<file path="config.mk">
export PLATFORM = sky130hd
export DESIGN_NAME = rf_wb_arbiter
export DESIGN_NICKNAME = d
export VERILOG_FILES = /design/src/rtl/rf_wb_arbiter_pkg.sv /design/src/rtl/rf_wb_arbiter_wb_fifo.sv /design/src/rtl/rf_wb_arbiter.sv
export SDC_FILE = /design/constraint.sdc
export NUM_CORES = 1
export LEC_CHECK = 0
export CAP_MARGIN = 20
export CORE_MARGIN = 4
export CORE_UTILIZATION = 55
export CTS_BUF_LIST = sky130_fd_sc_hd__clkbuf_4
export CTS_CLUSTER_SIZE = 25
export DETAILED_ROUTE_END_ITERATION = 16
export PLACE_DENSITY = 0.82
export SYNTH_ARGS = -nofsm -noshare
export SYNTH_HDL_FRONTEND = slang
export SYNTH_SLANG_ARGS = --single-unit
</file>
<file path="constraint.sdc">
create_clock -name clk -period 2.2 [get_ports clk]
set_input_delay 0.22 -clock clk [delete_from_list [all_inputs] [get_ports clk]]
set_output_delay 0.22 -clock clk [all_outputs]
set_load 0.02 [all_outputs]
</file>
<file path="src/rtl/rf_wb_arbiter_pkg.sv">
// rtl/rf_wb_arbiter_pkg.sv - shared widths and write-entry record for the writeback arbiter
package rf_wb_arbiter_pkg;

    localparam int AW = 5;
    localparam int DW = 32;

    typedef struct packed {
        logic          valid;
        logic [AW-1:0] addr;
        logic [DW-1:0] data;
    } wb_entry_t;

    // Register $0 never counts as a dependency.
    function automatic logic addr_hit(input logic [AW-1:0] a, input logic [AW-1:0] b);
        return (a != '0) && (a == b);
    endfunction

endpackage

</file>
<file path="src/rtl/rf_wb_arbiter_wb_fifo.sv">
// rtl/rf_wb_arbiter_wb_fifo.sv - MDU result queue with per-entry invalidation by address
module wb_fifo
    import rf_wb_arbiter_pkg::*;
#(
    parameter int DEPTH = 2
) (
    input  logic          clk,
    input  logic          rst_n,
    input  logic          push,
    input  logic [AW-1:0] push_addr,
    input  logic [DW-1:0] push_data,
    input  logic          pop,
    input  logic          inval_en,
    input  logic [AW-1:0] inval_addr,
    input  logic [AW-1:0] rs_addr,
    input  logic [AW-1:0] rt_addr,
    output wb_entry_t     head,
    output logic          empty,
    output logic          full,
    output logic          src_hit
);

    localparam int PW = $clog2(DEPTH);

    wb_entry_t     mem [DEPTH];
    logic [PW-1:0] rd_ptr;
    logic [PW-1:0] wr_ptr;
    logic [PW:0]   count;

    always_ff @(posedge clk or negedge rst_n) begin
        if (!rst_n) begin
            rd_ptr <= '0;
            wr_ptr <= '0;
            count  <= '0;
            for (int i = 0; i < DEPTH; i++) begin
                mem[i] <= '0;
            end
        end else begin
            // Invalidation only touches entries already stored; a same-cycle push is newer.
            for (int i = 0; i < DEPTH; i++) begin
                if (inval_en && mem[i].valid && (mem[i].addr == inval_addr)) begin
                    mem[i].valid <= 1'b0;
                end
            end
            if (pop) begin
                mem[rd_ptr].valid <= 1'b0;
                rd_ptr            <= rd_ptr + PW'(1);
            end
            if (push) begin
                mem[wr_ptr].valid <= 1'b1;
                mem[wr_ptr].addr  <= push_addr;
                mem[wr_ptr].data  <= push_data;
                wr_ptr            <= wr_ptr + PW'(1);
            end
            case ({push, pop})
                2'b10:   count <= count + (PW+1)'(1);
                2'b01:   count <= count - (PW+1)'(1);
                default: count <= count;
            endcase
        end
    end

    assign head  = mem[rd_ptr];
    assign empty = (count == '0);
    assign full  = (count == (PW+1)'(DEPTH));

    always_comb begin
        src_hit = 1'b0;
        for (int i = 0; i < DEPTH; i++) begin
            if (mem[i].valid && (addr_hit(rs_addr, mem[i].addr) || addr_hit(rt_addr, mem[i].addr))) begin
                src_hit = 1'b1;
            end
        end
    end

endmodule

</file>
<file path="src/rtl/rf_wb_arbiter.sv">
// rtl/rf_wb_arbiter.sv - register-file write port arbiter between pipeline writeback and MDU results
module rf_wb_arbiter
    import rf_wb_arbiter_pkg::*;
#(
    parameter int DEPTH        = 2,
    parameter int STARVE_LIMIT = 4
) (
    input  logic          clk,
    input  logic          rst_n,
    input  logic          pipe_we,
    input  logic [AW-1:0] pipe_waddr,
    input  logic [DW-1:0] pipe_wdata,
    input  logic          mdu_valid,
    output logic          mdu_ready,
    input  logic [AW-1:0] mdu_waddr,
    input  logic [DW-1:0] mdu_wdata,
    input  logic [AW-1:0] rs_addr,
    input  logic [AW-1:0] rt_addr,
    output logic          src_pending,
    output logic          stall_req,
    output logic          rf_we,
    output logic [AW-1:0] rf_waddr,
    output logic [DW-1:0] rf_wdata
);

    localparam int SW = $clog2(STARVE_LIMIT + 1);

    logic          skid_valid;
    logic [AW-1:0] skid_addr;
    logic [DW-1:0] skid_data;
    logic [SW-1:0] starve;
    logic          ready_q;

    wb_entry_t     head;
    logic          q_empty;
    logic          q_full;
    logic          q_hit;

    logic          pipe_acc;
    logic          mdu_push;
    logic          head_live;
    logic          forced;
    logic          fifo_pop;
    logic          head_pop;
    logic          skid_load;
    logic          g_we;
    logic [AW-1:0] g_addr;
    logic [DW-1:0] g_data;

    assign pipe_acc  = pipe_we && (pipe_waddr != '0);
    assign mdu_push  = mdu_valid && mdu_ready && (mdu_waddr != '0);
    assign head_live = !q_empty && head.valid;
    assign forced    = head_live && (starve == SW'(STARVE_LIMIT)) && !skid_valid;
    // Superseded heads drain without consuming the write port.
    assign fifo_pop  = head_pop || (!q_empty && !head.valid);

    assign mdu_ready   = ready_q && !q_full;
    assign stall_req   = skid_valid || forced;
    assign src_pending = q_hit ||
                         (skid_valid && (addr_hit(rs_addr, skid_addr) || addr_hit(rt_addr, skid_addr)));

    always_comb begin
        g_we      = 1'b0;
        g_addr    = '0;
        g_data    = '0;
        head_pop  = 1'b0;
        skid_load = 1'b0;
        if (skid_valid) begin
            g_we      = 1'b1;
            g_addr    = skid_addr;
            g_data    = skid_data;
            skid_load = pipe_acc;
        end else if (forced) begin
            g_we      = 1'b1;
            g_addr    = head.addr;
            g_data    = head.data;
            head_pop  = 1'b1;
            skid_load = pipe_acc;
        end else if (pipe_acc) begin
            g_we   = 1'b1;
            g_addr = pipe_waddr;
            g_data = pipe_wdata;
        end else if (head_live) begin
            g_we     = 1'b1;
            g_addr   = head.addr;
            g_data   = head.data;
            head_pop = 1'b1;
        end
    end

    always_ff @(posedge clk or negedge rst_n) begin
        if (!rst_n) begin
            rf_we      <= 1'b0;
            rf_waddr   <= '0;
            rf_wdata   <= '0;
            skid_valid <= 1'b0;
            skid_addr  <= '0;
            skid_data  <= '0;
            starve     <= '0;
            ready_q    <= 1'b0;
        end else begin
            rf_we    <= g_we;
            rf_waddr <= g_addr;
            rf_wdata <= g_data;
            ready_q  <= 1'b1;
            if (skid_load) begin
                skid_valid <= 1'b1;
                skid_addr  <= pipe_waddr;
                skid_data  <= pipe_wdata;
            end else begin
                skid_valid <= 1'b0;
            end
            if (q_empty || fifo_pop) begin
                starve <= '0;
            end else if (starve != SW'(STARVE_LIMIT)) begin
                starve <= starve + SW'(1);
            end
        end
    end

    wb_fifo #(
        .DEPTH(DEPTH)
    ) u_fifo (
        .clk       (clk),
        .rst_n     (rst_n),
        .push      (mdu_push),
        .push_addr (mdu_waddr),
        .push_data (mdu_wdata),
        .pop       (fifo_pop),
        .inval_en  (pipe_acc),
        .inval_addr(pipe_waddr),
        .rs_addr   (rs_addr),
        .rt_addr   (rt_addr),
        .head      (head),
        .empty     (q_empty),
        .full      (q_full),
        .src_hit   (q_hit)
    );

endmodule
</file>
==> Word-level counts from Yosys, hierarchy flattened <==
Index checks and enable logic that the tools add are counted.
{ "op_classes": {"add_sub_neg": 5, "order_cmp": 4, "n_eq_ne": 13, "n_mux": 42, "n_bitwise": 2, "reduce_logical": 41} }
{ "ops": {"columns": ["cell", "count"], "rows": [
  ["76-bit bitwise mux", 4],
  ["38-bit 2-to-1 mux", 5],
  ["32-bit 2-to-1 mux", 5],
  ["38-bit demux with 1-bit select", 4],
  ["76-bit 2-to-1 mux", 2],
  ["5-bit equality test", 8],
  ["37-bit 2-to-1 mux", 1],
  ["1-bit logical AND", 23],
  ["5-bit 2-to-1 mux", 4],
  ["5-bit nonzero test", 4],
  ["1-bit 2-to-1 mux", 14],
  ["1-bit logical OR", 7],
  ["3-bit 2-to-1 mux", 2],
  ["2-bit equality test (second input constant)", 2],
  ["2-bit >= comparator (second input constant)", 2],
  ["1-bit zero test", 4],
  ["2-bit by 1-bit less-than comparator with 1-bit output (second input constant)", 2],
  ["1-bit inverter with 2-bit output", 2],
  ["2-bit one-hot mux with 2 select lines", 1],
  ["2-bit nonzero test", 2],
  ["3-bit by 1-bit adder with 3-bit output (second input constant)", 1],
  ["3-bit equality test (second input constant)", 1],
  ["3-bit inequality test (second input constant)", 1],
  ["1-bit adder (second input constant)", 2],
  ["other kinds (4)", 4]
]} }
{ "word_totals": {"reg_bits": 160, "in_bits": 88, "out_inout_bits": 41, "word_cells": 124} }

==> Longest topological paths before layout <==
Gate-level depths: netlist (run 1).
{ "logic_depth": {"depth_word": 15, "ltp_mapped": 9} }

==> By module <==
From an unflattened synthesis (run 1), not the netlist that was laid out.
{ "unflattened": {"cells_unflattened": 534, "area_unflattened_um2": 7287.0} }
{ "modules_own_cells": {"columns": ["module", "n_inst", "cells_per_inst", "area_per_inst_um2", "seq_area_each_um2"], "rows": [
  ["wb_fifo", 1, 272, 3809.9, 2001.9],
  ["rf_wb_arbiter", 1, 262, 3477.1, 2001.9]
]} }

==> Worst setup path after synthesis (run 1) <==
No wires, ideal clock.
{ "synth_timing": {"path_type": "flip-flop to flip-flop", "start": "register u_fifo.count[0]", "end": "register u_fifo.mem[70] (netlist name)", "setup_ns": 0.125, "arrival_time_ns": 2.089, "setup_slack_ns": -0.014, "stages_incl_launch_ff": 8, "n_path_buf": 2, "period_less_slack_ns": 2.214, "cell_sequence": "dfrtp_1 inv_1 a21boi_0 o211a_1 nor2b_4 buf_6 buf_6 mux2_2"} }
{ "synth_between": {"elab_cells_between_ends": 21, "cone_classes": "eq/ne (1); mux (9); reduce/logical (11)"} }
{ "synth_lines": {"columns": ["element", "line", "rtl"], "rows": [
  ["from (decl)", "rf_wb_arbiter_wb_fifo.sv:28", "logic [PW:0] count;"],
  ["from (signal assigned)", "rf_wb_arbiter_wb_fifo.sv:56", "2'b10: count <= count + (PW+1)'(1);"],
  ["from (signal assigned)", "rf_wb_arbiter_wb_fifo.sv:57", "2'b01: count <= count - (PW+1)'(1);"],
  ["from (signal assigned)", "rf_wb_arbiter_wb_fifo.sv:58", "default: count <= count;"],
  ["2-bit equality test", "rf_wb_arbiter_wb_fifo.sv:65", "assign full = (count == (PW+1)'(DEPTH));"],
  ["1-bit zero test", "rf_wb_arbiter.sv:57", "assign mdu_ready = ready_q && !q_full;"],
  ["1-bit logical AND", "rf_wb_arbiter.sv:57", null],
  ["named net mdu_ready", "rf_wb_arbiter.sv:14", "output logic mdu_ready,"],
  ["1-bit logical AND (2 in a row)", "rf_wb_arbiter.sv:51", "assign mdu_push = mdu_valid && mdu_ready && (mdu_waddr != '0);"],
  ["76-bit 2-to-1 mux", "rf_wb_arbiter_wb_fifo.sv:49", "if (push) begin"],
  ["to (decl)", "rf_wb_arbiter_wb_fifo.sv:25", "wb_entry_t mem [DEPTH];"]
]} }
The timed path passes the listed nets, and every way through them passes these cells.
A chain may end at the register's enable or synchronous reset.

==> Worst setup path in the final report (run 1) <==
{ "layout_timing": {"start": "register skid_addr[0]", "end": "output port src_pending"} }
{ "layout_between": {"elab_chain_cells": 5, "elab_cells_between_ends": 7, "cone_classes": "eq/ne (2); reduce/logical (5)"} }
{ "layout_lines": {"columns": ["element", "line", "rtl"], "rows": [
  ["from (decl)", "rf_wb_arbiter.sv:29", "logic [AW-1:0] skid_addr;"],
  ["from (signal assigned)", "rf_wb_arbiter.sv:108", "skid_addr <= pipe_waddr;"],
  ["5-bit equality test", "rf_wb_arbiter_pkg.sv:15", "return (a != '0) && (a == b);"],
  ["1-bit logical AND", "rf_wb_arbiter_pkg.sv:15", null],
  ["1-bit logical OR (*)", "rf_wb_arbiter.sv:60", "(skid_valid && (addr_hit(rs_addr, skid_addr) || addr_hit(rt_addr, skid_addr)));"],
  ["1-bit logical AND (*)", "rf_wb_arbiter.sv:60", null],
  ["1-bit logical OR (*)", "rf_wb_arbiter.sv:59", "assign src_pending = q_hit ||"],
  ["to (decl)", "rf_wb_arbiter.sv:19", "output logic src_pending,"]
]} }
Every way passes the cells marked *; elsewhere a longest branch is shown, timed or not.

==> flow_summary.json, run 1 <==
{
  "fill_cell_instance_count_of_the_final_layout": 900,
  "cts.sink_count": 160,
  "placedInstanceArea_um2": 9360,
  "max_freq_mhz": 461,
  "fin_util_pct": 72.2,
  "clock_tree_from_tritoncts": "yes",
  "wl_per_cell_um": 19.7,
  "htreeDepth": 4,
  "sequential_cell_area_fraction_in_the_yosys_report_pct": 52.3,
  "post_synthesis_mean_instance_area_um2": 13.4,
  "core_region_area_um2": 13500,
  "initial_cell_density_of_the_core_pct": 56.9,
  "grt_first_pass_wirelength_mm": 29.7,
  "fin_hold_ws_ps": 152,
  "finish.net_count": 822,
  "dr_total_vias": 5285,
  "unrepaired_setup_endpoints_after_global_routing": "true",
  "syn_to_final_growth_pct": 26.9,
  "largest_net_degree_at_the_start_of_global_routing": 60,
  "yosysMostFrequentCell": "dfrtp_1",
  "synth.top_cells.by_count": "160 x dfrtp_1, 86 x mux2_2, 66 x mux2_4",
  "fin_worst_skew_ps": 19.9,
  "post_route_cells_drive_above_1_share_pct": 35.1,
  "number_of_global_route_vias_before_repair": 5662,
  "track_usage_pct": 23.6,
  "postSynth.asyncResetShare_pct": 100,
  "irDropWorstVdd_uv": 573,
  "path_clk_slew_ps": 140,
  "drt_wl_total_mm": 18.2,
  "drt-vias-per-instance": 5.74,
  "yosys-top-cells-area": "dfrtp_1 52%, mux2_4 13%, mux2_2 13%, a22oi_1 3.1%, xnor2_1 2.7%",
  "tightest_slew_ps": 582,
  "start_kind": "register",
  "critical_path.reg2reg.startpoint": "starve[0]",
  "netlist_instances": 569,
  "clkLatencyLatePin_ps": 580,
  "run_status": "finished clean",
  "timing.critical_path.required_ps": 1980,
  "netlist.top_cell.by_area": "dfrtp_1",
  "slew-limit-headroom_pct": 61.2,
  "arrival_ps": 1950,
  "die_h_um": 126,
  "ys_seq_elements": 160,
  "remaining_drc_errors": 0,
  "topRoutingLayerUsed": "met4",
  "io_buffer_count": 128,
  "drt-initial-drc-count": 379,
  "syn-cell-area_um2": 7650,
  "numCtsBuffers": 17,
  "synth.lib_cells_used.distinct": 44,
  "die_w_um": 126,
  "hold_violations": 0,
  "final_area_um2": 9710,
  "drtPass1Iterations": 5,
  "detailroute.wirelength.met2_mm": 9.02,
  "power.density_nw_per_um2": 1050,
  "crit_type": "reg2out",
  "fin_crit_sh_pct": 98.5,
  "post-synth-top-area-fraction_pct": 52.3,
  "power.static_leakage_nw": 4.17,
  "hold_class": "in2async",
  "design.die.area_um2": 15900,
  "yosysWarningCount": 0,
  "drv_slew": 0,
  "cts-root-buf": "clkbuf_4",
  "rows": 42,
  "setup_viol_count_final": 0,
  "startpoint": "skid_addr[0]",
  "layout_min_cycle_time_ps": 2170,
  "i_o_pins": 129,
  "main_synth_ff_type": "dfrtp_1",
  "post_route_setup_tns_ps": 0,
  "gp_congestion": 0.856,
  "syn_nets": 660,
  "clk_path_buf_depth": 2,
  "grt_antenna_before_repair": 1,
  "max-cap-violations": 0,
  "detail-route-antenna-nets": 0,
  "remaining_global_route_overflow": 0,
  "cp-end-kind": "output port",
  "worstPathMaxFanout": 4,
  "post_route_met1_wirelength_mm": 7.78,
  "synth_enable_flop_cells": 0,
  "post-dp-hpwl_mm": 12.7,
  "detailroute.wirelength.met3_um": 970
}
-- cell usage in the layout (no fill, tap or decap), types with 4 or more instances in the layout --
| master | netlist | layout |
|---|---|---|
| nand2_1 | 39 | 39 |
| nor2_1 | 10 | 8 |
| clkinvlp_4 | 0 | 4 |
| o21ai_0 | 24 | 23 |
| o21ai_1 | 13 | 14 |
| buf_12 | 0 | 8 |
| nor4_2 | 0 | 5 |
| clkbuf_4 | 0 | 17 |
| a22oi_1 | 32 | 32 |
| mux2_2 | 86 | 86 |
| mux2_4 | 66 | 66 |
| xor2_1 | 20 | 20 |
| clkdlybuf4s50_1 | 0 | 124 |
| dfrtp_2 | 0 | 10 |
| buf_4 | 4 | 40 |
| clkinv_2 | 0 | 4 |
| a32o_1 | 4 | 4 |
| xnor2_1 | 24 | 21 |
| nand3_1 | 8 | 8 |
| inv_1 | 5 | 5 |
| a21oi_1 | 4 | 4 |
| dfrtp_1 | 160 | 150 |
-- through the flow --
step	total power [mW]	instances	setup slack (ps)
floorplan	7.20	569	154
global placement	8.34	885	-233
detailed placement	8.56	885	-283
CTS	10.2	918	3.38
global route	10.8	921	-117
finish	10.2	921	32.2
-- logic make-up after synthesis --
logic type | share of synthesized area, %
AOI/OAI and AO/OA | 7.82
xor gates and xnor gates | 5.04
adders and majority gates | 0.491
buffers and inverters | 3.24
DFF | 52.3
muxes | 25.6
other | 0.0490
and+or+nand+nor | 5.41
-- per-layer routing --
metal,vias to the layer above,track usage [%]
li1,2375,-
met1,2682,30.8
met2,187,38.3
met3,41,6.31
met4,0,8.64
met5,-,0
-- registers in the layout (all words and copies together), names as in the netlist --
signal and count:
skid_addr 5, u_fifo.mem 76, u_fifo.wr_ptr 1, skid_data 32
ready_q 1, rf_waddr 5, u_fifo.count 2, skid_valid 1
rf_wdata 32, starve 3, rf_we 1, u_fifo.rd_ptr 1
-- where the power goes --
part           leakage (nW)  total (mW)  internal (mW)  switching (mW)
sequential             2.00        4.54           3.88           0.668
combinational          2.04        4.03           2.38            1.65
clock                 0.128        1.61          0.549            1.06
-- path summary, 6_finish.rpt --
path / endpoint / slack (ps) / depth (start not counted)
min in group clk: u_fifo.mem[31] / 270 / 2
max in group asynchronous: u_fifo.mem[72] / 1290 / 3
worst max register to register: rf_wdata[10] / 170 / 9
worst min register to register: rf_wdata[27] / 490 / 2
worst min-delay path: u_fifo.mem[44] / 150 / 2
worst max-delay path: src_pending / 30 / 6
-- final cells by class --
class | count | area [um2] | share of cell area, %
clock inverter | 15 | 120 | 1.24
multi-input combinational | 372 | 3470 | 35.7
antenna | 1 | 2.50 | 0.0258
clock buffer | 17 | 128 | 1.31
inverter | 5 | 18.8 | 0.193
tap | 176 | 220 | 2.27
timing repair buffer | 175 | 1740 | 17.9
sequential | 160 | 4020 | 41.4
-- timing repair --
action / CTS / global route
pin swaps: 1 / 1
hold buffers: 1 / 0
gates resized for setup: 15 / 17
hold endpoints to repair: 63 / 0
buffers inserted: 0 / 2
setup endpoints to repair: 2 / 5
-- critical path: stages, from the launching register on --
cell and delay, ps:
dfrtp_2 490, xnor2_2 200, nand3_1 110, nor4_2 240, o21ai_1 110, nand3_1 80
buf_4 140
No activity file was read; power rests on OpenSTA's default activity.
==> run 2: changes to the inputs <==
--- a/config.mk
+++ b/config.mk
@@ -11,6 +11,7 @@
 export CTS_BUF_LIST = sky130_fd_sc_hd__clkbuf_4
 export CTS_CLUSTER_SIZE = 25
 export DETAILED_ROUTE_END_ITERATION = 16
+export MAX_ROUTING_LAYER = met4
 export PLACE_DENSITY = 0.82
 export SYNTH_ARGS = -nofsm -noshare
 export SYNTH_HDL_FRONTEND = slang
==> flow_summary.json, run 2 (synthesis results as in run 1) <==
{
  "setup_viol_count_final": 0,
  "post_route_cells_drive_above_1_share_pct": 35.1,
  "detail-route-antenna-nets": 0,
  "fin_crit_sh_pct": 97.5,
  "cts.sink_count": 160,
  "fin_hold_ws_ps": 162,
  "grt_antenna_before_repair": 1,
  "layout_commonest_cell": "dfrtp_1",
  "io_buffer_count": 128,
  "worstPathMaxFanout": 4,
  "clk_path_buf_depth": 2,
  "start_kind": "register",
  "design.die.area_um2": 15900,
  "slew-limit-headroom_pct": 61.9,
  "drt-vias-per-instance": 5.66,
  "cts-root-buf": "clkbuf_4",
  "fill_cell_instance_count_of_the_final_layout": 900,
  "numCtsBuffers": 17,
  "remaining_drc_errors": 0,
  "path_clk_slew_ps": 140,
  "dr_total_vias": 5212,
  "final_cell_mix": "150 x dfrtp_1, 124 x clkdlybuf4s50_1, 86 x mux2_2, 66 x mux2_4, 40 x buf_4",
  "largest_net_degree_at_the_start_of_global_routing": 60,
  "layout_min_cycle_time_ps": 2140,
  "unrepaired_setup_endpoints_after_global_routing": "true",
  "htreeDepth": 4,
  "regMostFlops": "u_fifo.mem",
  "gp_congestion": 0.870,
  "drt_wl_total_mm": 18.1,
  "die_w_um": 126,
  "drt-initial-drc-count": 389,
  "clkLatencyLatePin_ps": 570,
  "multi_input_area_um2": 3470,
  "max-cap-violations": 0,
  "power.density_nw_per_um2": 1050,
  "crit_type": "reg2out",
  "cp-end-kind": "output port",
  "syn_to_final_growth_pct": 26.9,
  "rows": 42,
  "track_usage_pct": 24.3,
  "number_of_global_route_vias_before_repair": 5660,
  "die_h_um": 126,
  "largest_reg_flops": 76,
  "final-seq-area_um2": 4020,
  "arrival_ps": 1920,
  "drtPass1Iterations": 4,
  "grt_first_pass_wirelength_mm": 29.7,
  "clock_tree_from_tritoncts": "yes",
  "core_region_area_um2": 13500,
  "run_status": "finished clean",
  "total_power_mw": 10.2,
  "fin_worst_skew_ps": 23.3,
  "i_o_pins": 129,
  "post_route_setup_tns_ps": 0,
  "max_freq_mhz": 466,
  "irDropWorstVdd_uv": 573,
  "reg.largest.list": "u_fifo.mem x76, rf_wdata x32, skid_data x32",
  "hold_class": "in2async",
  "wl_per_cell_um": 19.6,
  "power.static_leakage_nw": 4.17,
  "tightest_slew_ps": 571,
  "finish.net_count": 822,
  "hold_violations": 0,
  "timing.critical_path.required_ps": 1980,
  "post-dp-hpwl_mm": 12.7,
  "fin_util_pct": 72.2,
  "initial_cell_density_of_the_core_pct": 56.9,
  "remaining_global_route_overflow": 0,
  "drv_slew": 0
}
-- run 2: metal layers --
| layer | wire length (um) | track usage [%] | part of all wire [%] | vias up |
|---|---|---|---|---|
| met3 | 1100 | 5.93 | 6.1 | 26 |
| met4 | 297 | 8.90 | 1.6 | 0 |
| li1 | - | - | - | 2374 |
| met1 | 7660 | 30.7 | 42 | 2636 |
| met5 | 0 | - | 0 | - |
| met2 | 9020 | 38.5 | 50 | 176 |
-- run 2: worst max-delay path, stage by stage (launching register included) --
cell and delay [ps]:
dfrtp_2 490, xnor2_2 190, nand3_1 110, nor4_2 240, o21ai_1 100, nand3_1 80
buf_4 140
-- run 2: worst paths after layout --
path / slack (ps) / to / cells past startpoint / startpoint
hold / removal: 160 / u_fifo.mem[5] / 2 / rst_n
hold reg to reg: 490 / rf_wdata[27] / 2 / skid_data[27]
max in group asynchronous: 1300 / u_fifo.mem[72] / 3 / rst_n
setup / recovery: 60 / src_pending / 6 / skid_addr[0]
setup reg to reg: 180 / rf_wdata[10] / 9 / starve[0]
min in group clk: 280 / u_fifo.mem[62] / 2 / mdu_wdata[24]
-- run 2: area by class of cell --
type	instances	share of cell area, %
well taps	176	2.27
diodes	1	0.0258
multi-input cells	372	35.7
clock inverters	15	1.24
clock buffers	17	1.31
flip-flops and latches	160	41.4
repair buffers	175	17.9
inverters	5	0.193
-- run 2: power by group --
group / total [mW] / internal, mW / switching (mW)
registers: 4.54 / 3.88 / 0.667
clock network: 1.60 / 0.550 / 1.05
logic: 4.03 / 2.38 / 1.65
-- run 2: repair_timing --
item / in CTS / in global routing
hold buffers: 1 / 0
setup buffers: 0 / 2
endpoints found under the hold margin: 63 / 0
endpoints found under the setup margin: 2 / 5
gates resized for setup: 15 / 17
pin swaps: 1 / 1
-- run 2: through the flow --
step | cells | cell area (um2) | setup slack, ps
after CTS | 918 | 9620 | 3.38
after global routing | 921 | 9710 | -110
after detailed placement | 885 | 9360 | -283
after global placement | 885 | 9360 | -233
after floorplan | 569 | 7650 | 154
final | 921 | 9710 | 55.1
